==> src/rtl/seg_digit_driver.sv <==
// rtl/seg_digit_driver.sv - one 7-segment digit of a multiplexed hex display with
// frame-synchronous commit of a double-buffered 16-bit value, blanking and blink.
module seg_digit_driver #(
    parameter int BLANK_CYCLES = 2,
    parameter int BLINK_BITS   = 4
) (
    input  logic        clock,
    input  logic        reset,
    input  logic [1:0]  SEL,
    input  logic        load,
    input  logic [15:0] data_in,
    input  logic        blink_en,
    output logic [6:0]  SEG,
    output logic        pending
);

    localparam logic [3:0]            BLANK_LOAD = 4'(BLANK_CYCLES);
    localparam logic [BLINK_BITS-1:0] BLINK_ONE  = {{(BLINK_BITS-1){1'b0}}, 1'b1};

    logic [15:0]           shadow;
    logic [15:0]           active;
    logic [1:0]            sel_q;
    logic [3:0]            blank_cnt;
    logic [BLINK_BITS-1:0] blink_cnt;

    logic                  frame_edge;
    logic [15:0]           active_nx;
    logic [3:0]            blank_nx;
    logic [BLINK_BITS-1:0] blink_nx;
    logic [3:0]            nibble;
    logic                  blink_off;
    logic [6:0]            seg_nx;

    function automatic logic [6:0] hex_seg(input logic [3:0] n);
        case (n)
            4'h0: hex_seg = 7'b1000000;
            4'h1: hex_seg = 7'b1111001;
            4'h2: hex_seg = 7'b0100100;
            4'h3: hex_seg = 7'b0110000;
            4'h4: hex_seg = 7'b0011001;
            4'h5: hex_seg = 7'b0010010;
            4'h6: hex_seg = 7'b0000010;
            4'h7: hex_seg = 7'b1111000;
            4'h8: hex_seg = 7'b0000000;
            4'h9: hex_seg = 7'b0010000;
            4'hA: hex_seg = 7'b0001000;
            4'hB: hex_seg = 7'b0000011;
            4'hC: hex_seg = 7'b1000110;
            4'hD: hex_seg = 7'b0100001;
            4'hE: hex_seg = 7'b0000110;
            default: hex_seg = 7'b0001110;
        endcase
    endfunction

    // SEG is built from next-state values so the digit shown in a frame always
    // comes from the value committed at that frame's boundary, never the old one.
    always_comb begin
        frame_edge = (sel_q == 2'b11) && (SEL == 2'b00);
        active_nx  = (frame_edge && pending) ? shadow : active;
        if (SEL != sel_q)
            blank_nx = BLANK_LOAD;
        else if (blank_cnt != 4'd0)
            blank_nx = blank_cnt - 4'd1;
        else
            blank_nx = 4'd0;
        blink_nx = blink_cnt + BLINK_ONE;
        case (SEL)
            2'b00:   nibble = active_nx[15:12];
            2'b01:   nibble = active_nx[11:8];
            2'b10:   nibble = active_nx[7:4];
            default: nibble = active_nx[3:0];
        endcase
        blink_off = (blink_en || (&active_nx[14:10])) && blink_nx[BLINK_BITS-1];
        seg_nx    = ((blank_nx != 4'd0) || blink_off) ? 7'b1111111 : hex_seg(nibble);
    end

    always_ff @(posedge clock or negedge reset) begin
        if (!reset) begin
            shadow    <= '0;
            active    <= '0;
            pending   <= 1'b0;
            sel_q     <= 2'b00;
            blank_cnt <= '0;
            blink_cnt <= '0;
            SEG       <= 7'b1111111;
        end else begin
            sel_q     <= SEL;
            blank_cnt <= blank_nx;
            blink_cnt <= blink_nx;
            active    <= active_nx;
            SEG       <= seg_nx;
            if (load) begin
                shadow  <= data_in;
                pending <= 1'b1;
            end else if (frame_edge) begin
                pending <= 1'b0;
            end
        end
    end

endmodule

==> config.mk <==
export PLATFORM = sky130hd
export DESIGN_NAME = seg_digit_driver
export DESIGN_NICKNAME = d
export VERILOG_FILES = /design/src/rtl/seg_digit_driver.sv
export SDC_FILE = /design/constraint.sdc
export NUM_CORES = 1
export LEC_CHECK = 0
export BUFFER_PORTS_ARGS = -buffer_cell sky130_fd_sc_hd__buf_2
export CAP_MARGIN = 30
export CORE_MARGIN = 4
export CORE_UTILIZATION = 58
export CTS_CLUSTER_DIAMETER = 150
export DETAILED_ROUTE_END_ITERATION = 6
export PLACE_DENSITY = 0.8
export SYNTH_ARGS = -nofsm -noshare
export SYNTH_HDL_FRONTEND = slang
export SYNTH_SLANG_ARGS = --single-unit
==> constraint.sdc <==
create_clock -name clock -period 6.9 [get_ports clock]
set_input_delay 1.035 -clock clock [delete_from_list [all_inputs] [get_ports clock]]
set_output_delay 1.035 -clock clock [all_outputs]
set_load 0.005 [all_outputs]
======== Word level (Yosys, flattened, before mapping) ========
Memories as Yosys holds them, arrays and structs flattened.
Cells that the tools add are included.
storage, ports and cells
  output and inout bits ................... 8
  memories ................................ 1
  flip-flop bits (word level) ............. 50
  bits of input ports ..................... 22
  bits in read-only memories .............. 112
  word-level logic and storage cells ...... 31
operators by class
  mux-type cells .......................... 7
  add/sub/neg operators ................... 2
  reductions and logical operators ........ 10
  eq/ne operators ......................... 4
memory list
  memory           words  width  read ports  clocked after Yosys merged registers in  wr ports  RTL line  text
  (no name shown)  16     7      1           0                                        0         35        case (n)
operators with widths
  cell                                                                    number
  16-bit 2-to-1 mux                                                       1
  4-bit case mux with 3 select lines                                      1
  4-bit 2-to-1 mux                                                        2
  4-bit nonzero test                                                      2
  7-bit 2-to-1 mux                                                        1
  5-bit AND reduction                                                     1
  4-bit by 1-bit adder with 4-bit output (second input constant)          1
  2-bit equality test (second input constant)                             2
  4-bit by 1-bit subtractor with 4-bit output (second input constant)     1
  1-bit logical AND                                                       3
  2-bit by 1-bit equality test with 1-bit output (second input constant)  1
  2-bit zero test                                                         1
  1-bit logical OR                                                        2
  1-bit 2-to-1 mux                                                        2
  2-bit != test                                                           1
  2-bit nonzero test                                                      1

======== Depth between registers and ports, before layout ========
  depth after elaboration ................. 9
  depth in mapped cells ................... 9
  mapped depth without buffers ............ 8

======== Worst setup path after synthesis ========
No wires, ideal clock.
  path type ............................... in2reg
  start point ............................. input SEL[0]
  end point ............................... register SEG[3]
  buffers on the path ..................... 1
  data arrival time ....................... 2,426 ps
  stages on the path ...................... 6
  path slack .............................. 4,378 ps
  cells stage by stage .................... buf_2 mux4_2 ha_1 mux2_2 nor2_1 o21ai_1
on the way
  longest elaborated chain between the ends .. 9
  elaborated cells between the ends (all ways) .. 16
  classes of those cells .................. eq/ne (3); mux (4); reduce/logical (8); memory (1)
ends and longest elaborated chain
  what                                                                       RTL line  text
  from (decl)                                                                9         input logic [1:0] SEL,
  parallel branches: the longest is 8 deep, another holds memory 16 x 7 bit  -
  7-bit 2-to-1 mux (*)                                                       74        seg_nx = ((blank_nx != 4'd0) || blink_off) ? 7'b1111111 : hex_seg(nibble);
  via seg_nx[3]                                                              32        logic [6:0] seg_nx;
  to (signal assigned)                                                       91        SEG <= seg_nx;
  to (decl)                                                                  13        output logic [6:0] SEG,
Mark *: on every way through the listed nets, which the timed path passes.
A chain may end at the register's enable or synchronous reset.

======== Worst setup path after layout ========
  start point ............................. input SEL[0]
  end point ............................... register SEG[5]
The elaborated chain is that of the path after synthesis.

==> results.md <==
- Crit start category: primary input
- Reg clk slew, reported paths: 80 ps
- Post-Syn Nets: 192
- # resized after CTS: 0
- Initial antenna violation count: 0
- Crit end category: register
- DRC violations left: 0
- Routed vias/inst: 5.645
- Commonest cells after routing, fill and taps aside: 43 x dfrtp_1, 36 x mux2_2, 29 x buf_2, 7 x dfstp_2, 7 x ha_1
- WL final: just over 4 mm
- CTS Root Cell: clkbuf_8
- Setup TNS: 0 ps
- Fin. max-slew vios: 0
- Final HPWL DP: 3.204 mm
- R2R depth: 6
- Worst hold path type: reg -> reg
- Data arrival, critical path: 3100 ps
- DIE WIDTH: 70.44 µm
- Longest Clk Path Bufs: 2
- Hold wc startpoint: blink_cnt[0]$_DFF_PN0_
- # diodes: 0
- Worst Path Max Fanout: 18
- Vias in the first global route: between 1500 and 2000
- Initial DRT Pass Iterations: 4
- Period Utilization, post-route: 42.12%
- RSZ-0062 raised after global routing: false
- Warnings from Yosys: 0
- Fmax: 344.0 MHz
- Mean Syn Cell Area: 13.87 µm²
- Share of cells above drive strength 1: about 44%
- Final Critical Period: 2907 ps
- Area Overhead vs Synth: 12.06%
- CTS H-tree depth: 2
- Cell Area, Synth: 0.002261 mm²
- Hold Path Stages: 1
- Hold_ws: between 400 and 500 ps
- Drt initial violations: 66
- Rows: 22
- CTS Buf Count: 5
- GP Congestion: 0.8242
- Crit Path Category: in -> reg
- Register area share after synthesis: between 50% and 60%
- Clk_lat worst skew: 300 ps
- # setup viols final: 0
- Hold endpoint: blink_cnt[0]$_DFF_PN0_
- Pleak: between 1 and 1.5 nW
- Synth Flop Type: dfrtp_1
- RR Startpoint: sel_q[1]$_DFF_PN0_
- Core area: between 0.003 and 0.004 mm²
- I/O Pins: 30
- Max VDD drop: 176.3 µV
- Starting Density: 60.84%
- Synth Register Bits: 50
- IO buf count: 29
- Outcome: finished, final reports clean
- Tightest Pin Transition: 703.8 ps
- Cell Pwr Density: 274.1 mW/mm²
- Die height: 70.44 µm
- Fin. Hold Viols: 0
- MaxCap Viol Count: 0
- Number of synthesized flops with an enable pin: 0
- Async S/R FF share, synth: 100.0%
- First-pass GRT wire length: 7.058 mm
- Die Footprint: between 0.004 and 0.005 mm²
- Post-CTS Setup Repair Bufs: 0
- Grt ovf: 0
- Commonest non-fill, non-tap cell in the layout: dfrtp_1
- Vias post-DR: 1366
- CTS tree: done
- DRT antenna net count: 0
- Fin nets: 222
- Worst Path Required: 7090 ps
- GRT Total Usage: 18.09%
- Fin Clk Skew: 8.583 ps
- Hold-fix buffers, CTS: 0
- Clk sinks: 50
- Cells after synthesis: about 160
- Max_slew headroom: 52.97%
- Largest net degree at the start of global routing: 34
- Distinct cells, synth: 35
- Reg2Reg Capture Point: SEG[5]$_DFF_PN1_
- R2r setup slk: 4340 ps
- Wire per inst: 16.93 µm
## state kept, by name, indices dropped and copies added (netlist names)
signal     count
SEG            7
active        16
blank_cnt      4
blink_cnt      4
pending        1
sel_q          2
shadow        16
## Yosys cell counts, types with 2 or more instances
cell type  number  area [µm²]
nor3_1          4       20.02
ha_1            7       87.58
a21oi_1         2       10.01
buf_6           2       22.52
mux2_2         36       405.4
nand2_1         6       22.52
a211oi_1        3       22.52
clkbuf_1        3       11.26
inv_1           4       15.01
xor2_1          3       26.28
buf_2           2       10.01
dfrtp_1        43        1076
o21ai_1         2       10.01
nor2_1          5       18.77
mux4_2          3       67.56
nand3_1         5       25.02
mux2i_1         5       50.05
o221ai_1        4       35.03
dfstp_2         7       183.9
o21ai_0         2       10.01
## worst max-delay path: stages
cell and delay, ps:
buf_2 220, nor2_1 90, nand2_1 530, nor3_1 150, a311o_1 350, a21oi_1 460
o221ai_1 240
## area by class of cell
class | count | area, µm²
Fill cell | 279 | 1182
Clock inverter | 1 | 5.005
Inverter | 4 | 15.01
Sequential cell | 50 | 1260
Tap cell | 48 | 60.06
Timing Repair Buffer | 30 | 165.2
Clock buffer | 7 | 86.33
Multi-Input combinational cell | 102 | 942.2
## layer usage
layer	wire [µm]	part of all wire [%]	global-route usage [%]
met5	0	0	0
met4	98	2.4	7.872
met3	223	5.4	5.612
met2	2149	52	30.25
met1	1626	40	21.31
## worst max path at each step
stage                 from                to  slack (ps)  depth (start not counted)
floorplan           SEL[0]  SEG[3]$_DFF_PN1_        4380                          6
global placement    SEL[0]  SEG[5]$_DFF_PN1_        3860                          7
detailed placement  SEL[0]  SEG[4]$_DFF_PN1_        3700                          7
CTS                 SEL[0]  SEG[4]$_DFF_PN1_        4010                          7
global route        SEL[0]  SEG[2]$_DFF_PN1_        3780                          7
finish              SEL[0]  SEG[5]$_DFF_PN1_        3990                          7
## through the flow
| stage | total power, mW | setup slack, ps | utilization, % | area, µm² | instances |
|---|---|---|---|---|---|
| final | 0.6944 | 3993 | 68.18 | 2534 | 242 |
| after global routing | 0.7314 | 3780 | 68.18 | 2534 | 242 |
| after CTS | 0.7005 | 4009 | 68.18 | 2534 | 242 |
| after detailed placement | 0.5303 | 3700 | 65.72 | 2442 | 234 |
| after global placement | 0.5105 | 3860 | 65.19 | 2422 | 233 |
| after floorplan | 0.4807 | 4378 | - | 2261 | 163 |
## where the power goes
group	total, mW	leakage, nW	internal, mW	switching (mW)
Clock	0.170	0.0482	0.0809	0.0893
Sequential	0.362	0.589	0.335	0.0268
Combinational	0.162	0.485	0.0817	0.0807
## kinds of logic (layout without fill, tap and decap cells)
logic type / after synthesis / in the layout / share of synthesized area [%]
AOI/OAI and AO/OA: 19 / 19 / 6.143
xor gates and xnor gates: 4 / 4 / 1.550
adders and majority gates: 7 / 7 / 3.874
buffers and inverters: 11 / 42 / 2.601
DFF: 50 / 50 / 55.73
muxes: 45 / 45 / 23.80
and+or+nand+nor: 27 / 27 / 6.309
Note: power is estimated with default switching activity, not from simulation.
